`src/rtl/uart_rx.sv`:
```
// 8N1 UART receiver with a 2-flop input synchronizer, mid-bit sampling,
// sticky valid/framing-error flags and break handling after a bad stop bit.
module uart_rx #(
    parameter int CLKS_PER_BIT = 217
) (
    input  logic       i_Clock,
    input  logic       i_Reset,
    input  logic       i_RX_Serial,
    output logic       o_RX_DV,
    output logic [7:0] o_RX_Byte,
    output logic       o_RX_Frame_Err
);

    localparam int CNT_W = $clog2(CLKS_PER_BIT);
    localparam logic [CNT_W-1:0] CNT_HALF = CNT_W'((CLKS_PER_BIT - 1) / 2);
    localparam logic [CNT_W-1:0] CNT_LAST = CNT_W'(CLKS_PER_BIT - 1);

    typedef enum logic [2:0] {
        StIdle,
        StStart,
        StData,
        StStop,
        StWaitHigh
    } state_e;

    state_e           r_state;
    state_e           w_state_next;
    logic             r_rx_meta;
    logic             r_rx_sync;
    logic [CNT_W-1:0] r_cnt;
    logic [2:0]       r_bit_idx;
    logic [7:0]       r_shift;
    logic [7:0]       r_rx_byte;
    logic             r_rx_dv;
    logic             r_frame_err;

    logic             w_cnt_half;
    logic             w_cnt_last;
    logic             w_cnt_clr;
    logic             w_shift_en;
    logic             w_load_byte;
    logic             w_set_err;
    logic             w_clr_flags;

    assign w_cnt_half = (r_cnt == CNT_HALF);
    assign w_cnt_last = (r_cnt == CNT_LAST);

    always_ff @(posedge i_Clock) begin
        if (i_Reset) begin
            r_state <= StIdle;
        end else begin
            r_state <= w_state_next;
        end
    end

    always_comb begin
        w_state_next = r_state;
        unique case (r_state)
            StIdle: begin
                if (!r_rx_sync) w_state_next = StStart;
            end
            StStart: begin
                if (w_cnt_half) w_state_next = r_rx_sync ? StIdle : StData;
            end
            StData: begin
                if (w_cnt_last && (r_bit_idx == 3'd7)) w_state_next = StStop;
            end
            StStop: begin
                if (w_cnt_last) w_state_next = r_rx_sync ? StIdle : StWaitHigh;
            end
            StWaitHigh: begin
                // Hold off until the line returns high so a break is not a start bit.
                if (r_rx_sync) w_state_next = StIdle;
            end
            default: w_state_next = StIdle;
        endcase
    end

    always_comb begin
        w_cnt_clr   = 1'b0;
        w_shift_en  = 1'b0;
        w_load_byte = 1'b0;
        w_set_err   = 1'b0;
        w_clr_flags = 1'b0;
        unique case (r_state)
            StIdle: begin
                w_cnt_clr   = 1'b1;
                w_clr_flags = !r_rx_sync;
            end
            StStart: begin
                w_cnt_clr = w_cnt_half;
            end
            StData: begin
                w_cnt_clr  = w_cnt_last;
                w_shift_en = w_cnt_last;
            end
            StStop: begin
                w_cnt_clr   = w_cnt_last;
                w_load_byte = w_cnt_last && r_rx_sync;
                w_set_err   = w_cnt_last && !r_rx_sync;
            end
            StWaitHigh: begin
                w_cnt_clr = 1'b1;
            end
            default: w_cnt_clr = 1'b1;
        endcase
    end

    always_ff @(posedge i_Clock) begin
        if (i_Reset) begin
            r_rx_meta   <= 1'b1;
            r_rx_sync   <= 1'b1;
            r_cnt       <= '0;
            r_bit_idx   <= 3'd0;
            r_shift     <= 8'h00;
            r_rx_byte   <= 8'h00;
            r_rx_dv     <= 1'b0;
            r_frame_err <= 1'b0;
        end else begin
            r_rx_meta <= i_RX_Serial;
            r_rx_sync <= r_rx_meta;
            r_cnt     <= w_cnt_clr ? '0 : r_cnt + CNT_W'(1);
            // Index wraps 7 -> 0, leaving it ready for the next frame.
            if (w_shift_en) begin
                r_shift[r_bit_idx] <= r_rx_sync;
                r_bit_idx          <= r_bit_idx + 3'd1;
            end
            if (w_load_byte) begin
                r_rx_byte <= r_shift;
                r_rx_dv   <= 1'b1;
            end
            if (w_set_err) begin
                r_frame_err <= 1'b1;
            end
            if (w_clr_flags) begin
                r_rx_dv     <= 1'b0;
                r_frame_err <= 1'b0;
            end
        end
    end

    assign o_RX_DV        = r_rx_dv;
    assign o_RX_Byte      = r_rx_byte;
    assign o_RX_Frame_Err = r_frame_err;

endmodule

```
`config.mk`:
```
export PLATFORM = sky130hd
export DESIGN_NAME = uart_rx
export DESIGN_NICKNAME = d
export VERILOG_FILES = /design/src/rtl/uart_rx.sv
export SDC_FILE = /design/constraint.sdc
export NUM_CORES = 1
export LEC_CHECK = 0
export BUFFER_PORTS_ARGS = -buffer_cell sky130_fd_sc_hd__buf_2
export CORE_ASPECT_RATIO = 1.1
export CORE_UTILIZATION = 40
export CTS_BUF_LIST = sky130_fd_sc_hd__clkbuf_8
export DETAILED_ROUTE_END_ITERATION = 6
export GPL_TIMING_DRIVEN = 0
export HOLD_SLACK_MARGIN = 0.12
export SYNTH_ARGS = -nofsm -noshare
export SYNTH_HDL_FRONTEND = slang
export SYNTH_SLANG_ARGS = --single-unit
```
`constraint.sdc`:
```
create_clock -name i_Clock -period 4.5 [get_ports i_Clock]
set_input_delay 0.225 -clock i_Clock [delete_from_list [all_inputs] [get_ports i_Clock]]
set_output_delay 0.225 -clock i_Clock [all_outputs]
set_load 0.02 [all_outputs]
```
# Word level (Yosys, flattened, before mapping)
# Cells that the tools add are included.
totals:
  in_bits: 3
  regBits: 34
  out_inout_bits: 10
  elab_cells: 51
op_classes:
  addsub: 2
  magnitude_cmp: 2
  eq_ne: 12
  reduce_logical: 10
  n_mux: 16
ops:
  columns: ["operator", "count"]
  rows:
  - ["$mux 3", 6]
  - ["$pmux 3 s5", 1]
  - ["$ne 2x2->1 const B", 5]
  - ["$add 8x1->8 const B", 1]
  - ["$bwmux 8", 1]
  - ["$eq 8x7->1 const B", 1]
  - ["$eq 8x8->1 const B", 1]
  - ["$eq 3x2->1 const B", 2]
  - ["$eq 3x3->1 const B", 2]
  - ["$reduce_or 2->1", 3]
  - ["$mux 1", 5]
  - ["$reduce_and 5->1", 1]
  - ["$logic_and 1x1->1", 4]
  - ["$lt 3x4->1 const B", 1]
  - ["$add 3x1->3 const B", 1]
  - ["$demux 1 s3", 1]
  - ["$eq 3x1->1 const B", 1]
  - ["$ge 3x1->1 const B", 1]
  - ["$logic_not 3->1", 1]
  - ["$mux 2", 1]
  - ["$pmux 1 s2", 1]
  - ["$logic_not 1->1", 1]

# Depth between registers and ports, before layout
depth:
  ltp_word: 5
  depth_mapped: 7
  mapped_depth_nobuf: 6

# Worst setup path before layout
# Ideal clock, no wire load.
synth_path:
  path_kind: "reg2reg"
  start: "register r_cnt[0]"
  end: "register r_rx_byte[1], in the netlist o_RX_Byte[1]"
  setup_time_ps: 128
  stages_incl_launch_ff: 7
  required_ps: 4372
  arrival_ps: 1513
  slack_ps: 2860
  n_path_buf: 0
  synth_period_minus_slack_ps: 1640
  cell_sequence: "dfxtp_1 > inv_1 > ha_1 > nand3_1 > nor4_4 > mux2i_1 > nor2_1"
synth_via:
  elab_chain_cells: 3
synth_lines:
  columns: ["item", "line_no", "source"]
  rows:
  - ["start, declared", "30", "logic [CNT_W-1:0] r_cnt;"]
  - ["start signal, assigned", "122", "r_cnt <= w_cnt_clr ? '0 : r_cnt + CNT_W'(1);"]
  - ["$eq 8x8->1", "46", "assign w_cnt_last = (r_cnt == CNT_LAST);"]
  - ["$logic_and 1x1->1", "99", "w_load_byte = w_cnt_last && r_rx_sync;"]
  - ["$mux 1", "85", "unique case (r_state)"]
  - ["end signal, assigned", "129", "r_rx_byte <= r_shift;"]
  - ["end, declared", "33", "logic [7:0] r_rx_byte;"]
# No other way between the ends.
# A chain may end at the register's enable or synchronous reset.

# Worst setup path after layout
layout_path:
  start: "register r_cnt[0]"
  end: "register r_rx_byte[0], in the netlist o_RX_Byte[0]"
# Same word-level chain as after synthesis.

==> metrics.csv <==
stage,metric,value,unit
worst_setup_path,Worst EP arrival,2.07,ns
route,Total Routed Length,2720,µm
route,DRC,0,
hold_path,worst min path class,input port to flop,
placement,GPL Wtd Cong,0.822,
clock_tree,CTS root buffer,clkbuf_8,
route,Avg WL per Cell,11.8,µm
yosys,Synth Area in XOR/XNOR,0.0461,
placement,Post-DP HPWL,1970,µm
finish,fin area,1760,µm²
run_status,status,"finished, final reports clean",
floorplanning,Chip Width,60.8,µm
yosys,post-synthesis mux area share,0.119,
yosys,cell taking the most area after synthesis,dfxtp_1,
timing,Worst Hold Margin,0.312,ns
worst_setup_path,crit end category,flop,
pwr,Pleak,0.000691,µW
yosys,Synth top area share,0.448,
worst_setup_path,CP required,4.66,ns
yosys,Synth Area in Adders,0.0329,
floorplanning,initial core utilization,0.419,
timing,Final Setup Violations,0,
pwr,pwr dens,334,nW/µm²
worst_setup_path,CP Launch Type,flop,
floorplanning,die area,4050,µm²
worst_setup_path,critical-path maximum fanout,8,
clock_tree,Post-CTS Setup Bufs,0,
timing,Max Clk Rate,0.523,GHz
yosys,sequential cell area fraction in the yosys report,0.448,
yosys,synth top area cells,"dfxtp_1 (45%), mux2i_1 (11%), nor2_1 (5.4%)",
finish,share of layout cells above drive strength 1,0.167,
finish,Nets,186,
clock_tree,CTS buffer count,5,
route,Post-DRT Antenna Nets,0,
finish,P&R area growth vs syn,15.6,%
yosys,Post-Syn Area,1520,µm²
clock_tree,Num Clock Sinks,34,
yosys,Synth Area in Simple Gates,0.250,
yosys,synth unique cells,36,
timing,Least-Margin Pin Slew,0.758,ns
clock_tree,# H-tree levels,2,
timing,worst clock skew,0.00615,ns
timing,setup TNS,0,ns
grt,number of global-route vias before repair,1033,
floorplanning,die span in y,66.7,µm
clock_tree,worst-skew pair later-pin latency,0.29,ns
placement,Buffers on Ports,11,
yosys,main combinational cell family by area after synthesis,simple AND/OR/NAND/NOR gates,
clock_tree,"CTS clk-pin slew, worst paths",0.07,ns
yosys,post-synthesis register bit count,34,
timing,Max-slew headroom,0.491,
timing,final hold vios,0,
floorplanning,core area,3630,µm²
job,Max Cap Viol,0,
grt,GRT overflow,0,
grt,Total Routing Usage GR,0.149,
floorplanning,IO Pins,13,
yosys,Gate Count Post-Synth,160,
finish,Diodes inserted,0,
floorplanning,num rows,23,
yosys,post-synthesis compound-gate area fraction,0.0675,
route,Iter 0 DRT Violations,72,
route,vias per cell,4.97,
timing,Tmin final,1.91,ns
timing,fin crit share,0.425,
clock_tree,clock tree buffer depth,2,
pwr,Peak VDD IR,0.152,mV
timing,Slew Limit Fails,0,
yosys,average size of a mapped cell,9.50,µm²
clock_tree,CTS tree,yes,
placement,Placed Area,1640,µm²
grt,antenna violations before repair,0,
yosys,Synth Net Count,167,
timing,RSZ-0062 raised after global routing,false,
worst_setup_path,worst setup path category,flop to flop,
grt,largest net degree at the start of global routing,12,
yosys,Ys Warns,0,
route,Via Count,1142,
finish,final-layout fill cell count,382,
grt,global-route wire length before repair,4420,µm
route,drt pass-1 iters,4,
kinds of logic (layout without fill, tap and decap cells):
| group | after synthesis | after routing |
|---|---|---|
| flip-flops | 34 | 34 |
| buffers and inverters | 13 | 33 |
| AND/OR/NAND/NOR | 67 | 67 |
| AO/OA/AOI/OAI | 16 | 16 |
| XOR/XNOR | 8 | 8 |
| adder cells (fa/ha/maj) | 4 | 4 |
| multiplexers | 18 | 18 |
path summary, 6_finish.rpt:
path	startpoint	to	slack, ns	cells past startpoint
min	i_Reset	o_RX_Byte[0]	0.31	2
max reg2reg	r_cnt[0]	o_RX_Byte[0]	2.59	6
max	r_cnt[0]	o_RX_Byte[0]	2.59	6
min reg2reg	r_rx_meta	r_rx_sync	0.41	1
state kept, by name (all words and copies together) (netlist names):
register and cells:
o_RX_Byte 8, r_cnt 8, r_shift 8, r_bit_idx 3, r_state 3, o_RX_DV 1, o_RX_Frame_Err 1, r_rx_meta 1
r_rx_sync 1
report_power, final:
part           switching (µW)  internal, µW  total (µW)
registers               0.467           302         303
clock network             107           163         269
logic                    9.47          6.13        15.6
layout by cell type (no fill, tap or decap), drive strengths merged:
cell	count
dfxtp	34
nor2	22
mux2i	17
buf	14
nand3	11
nand2b	10
clkbuf	8
inv	7
a21oi	6
xor2	5
nand2	4
and3	4
ha	4
nor3	3
o21ai	3
xnor2	3
nor2b	3
or2	2
clkinv	2
nor4	2
nand4bb	1
a22oi	1
o21ba	1
nand4b	1
o311a	1
o21bai	1
and2	1
a31o	1
nand4	1
o22ai	1
or4	1
nor3b	1
a211oi	1
mux2	1
bufinv	1
dlygate4sd3	1
per-stage QoR:
stage                     setup slack (ns)  power [µW]   util  instances
after global routing                  2.37         607  0.484        230
after global placement                2.58         324  0.452        221
after floorplan                       2.86         321      -        160
final                                 2.59         587  0.484        230
after detailed placement              2.54         324  0.452        221
after CTS                             2.52         596  0.484        230
Yosys cell counts:
| library cell | instances |
|---|---|
| nand4b_1 | 1 |
| o21bai_1 | 1 |
| buf_2 | 2 |
| o311a_1 | 1 |
| inv_1 | 7 |
| o21ai_0 | 3 |
| and3_1 | 4 |
| nand2b_1 | 9 |
| o22ai_1 | 1 |
| buf_4 | 1 |
| nand3_1 | 11 |
| o21ba_2 | 1 |
| mux2_2 | 1 |
| mux2i_1 | 17 |
| nor4_1 | 1 |
| a211oi_1 | 1 |
| dfxtp_1 | 34 |
| nor2_1 | 22 |
| nor3b_1 | 1 |
| xnor2_1 | 3 |
| and2_1 | 1 |
| nor3_1 | 3 |
| a21oi_1 | 6 |
| nand4_1 | 1 |
| clkbuf_1 | 3 |
| ha_1 | 4 |
| a22oi_1 | 1 |
| xor2_1 | 5 |
| a31o_2 | 1 |
| or4_1 | 1 |
| nand2_1 | 4 |
| nor2b_1 | 3 |
| or2_2 | 2 |
| nand2b_2 | 1 |
| nor4_4 | 1 |
| nand4bb_4 | 1 |
worst max-delay path, stage by stage, from the launching register on:
cell and delay, ns:
dfxtp_1 0.35, inv_1 0.07, ha_1 0.17, nand3_1 0.19, nor4_4 0.69, mux2i_1 0.26
nor2_1 0.05
area by class of cell:
class                   instances  area (µm²)  share of cell area
plain buffers                   6        28.8              0.0164
clock buffers                   5        68.8              0.0392
clock inverters                 3        40.0              0.0228
inverters                       7        26.3              0.0150
multi-input cells             113         785               0.447
flip-flops and latches         34         681               0.387
well taps                      50        62.6              0.0356
repair buffers                 12        65.1              0.0370
routing by layer:
layer  share of wire  track usage  vias to the layer above
met5               0            0                        -
met4           0.019       0.0739                        0
met3           0.038       0.0369                        8
met2            0.50        0.250                       22
met1            0.45        0.173                      525
li1                -            -                      587
what timing repair did:
| item | CTS | global route |
|---|---|---|
| hold buffers | 1 | 0 |
| gates resized for setup | 0 | 0 |
| endpoints found under the hold margin | 1 | 0 |
Power figures use the tool's default switching activity.
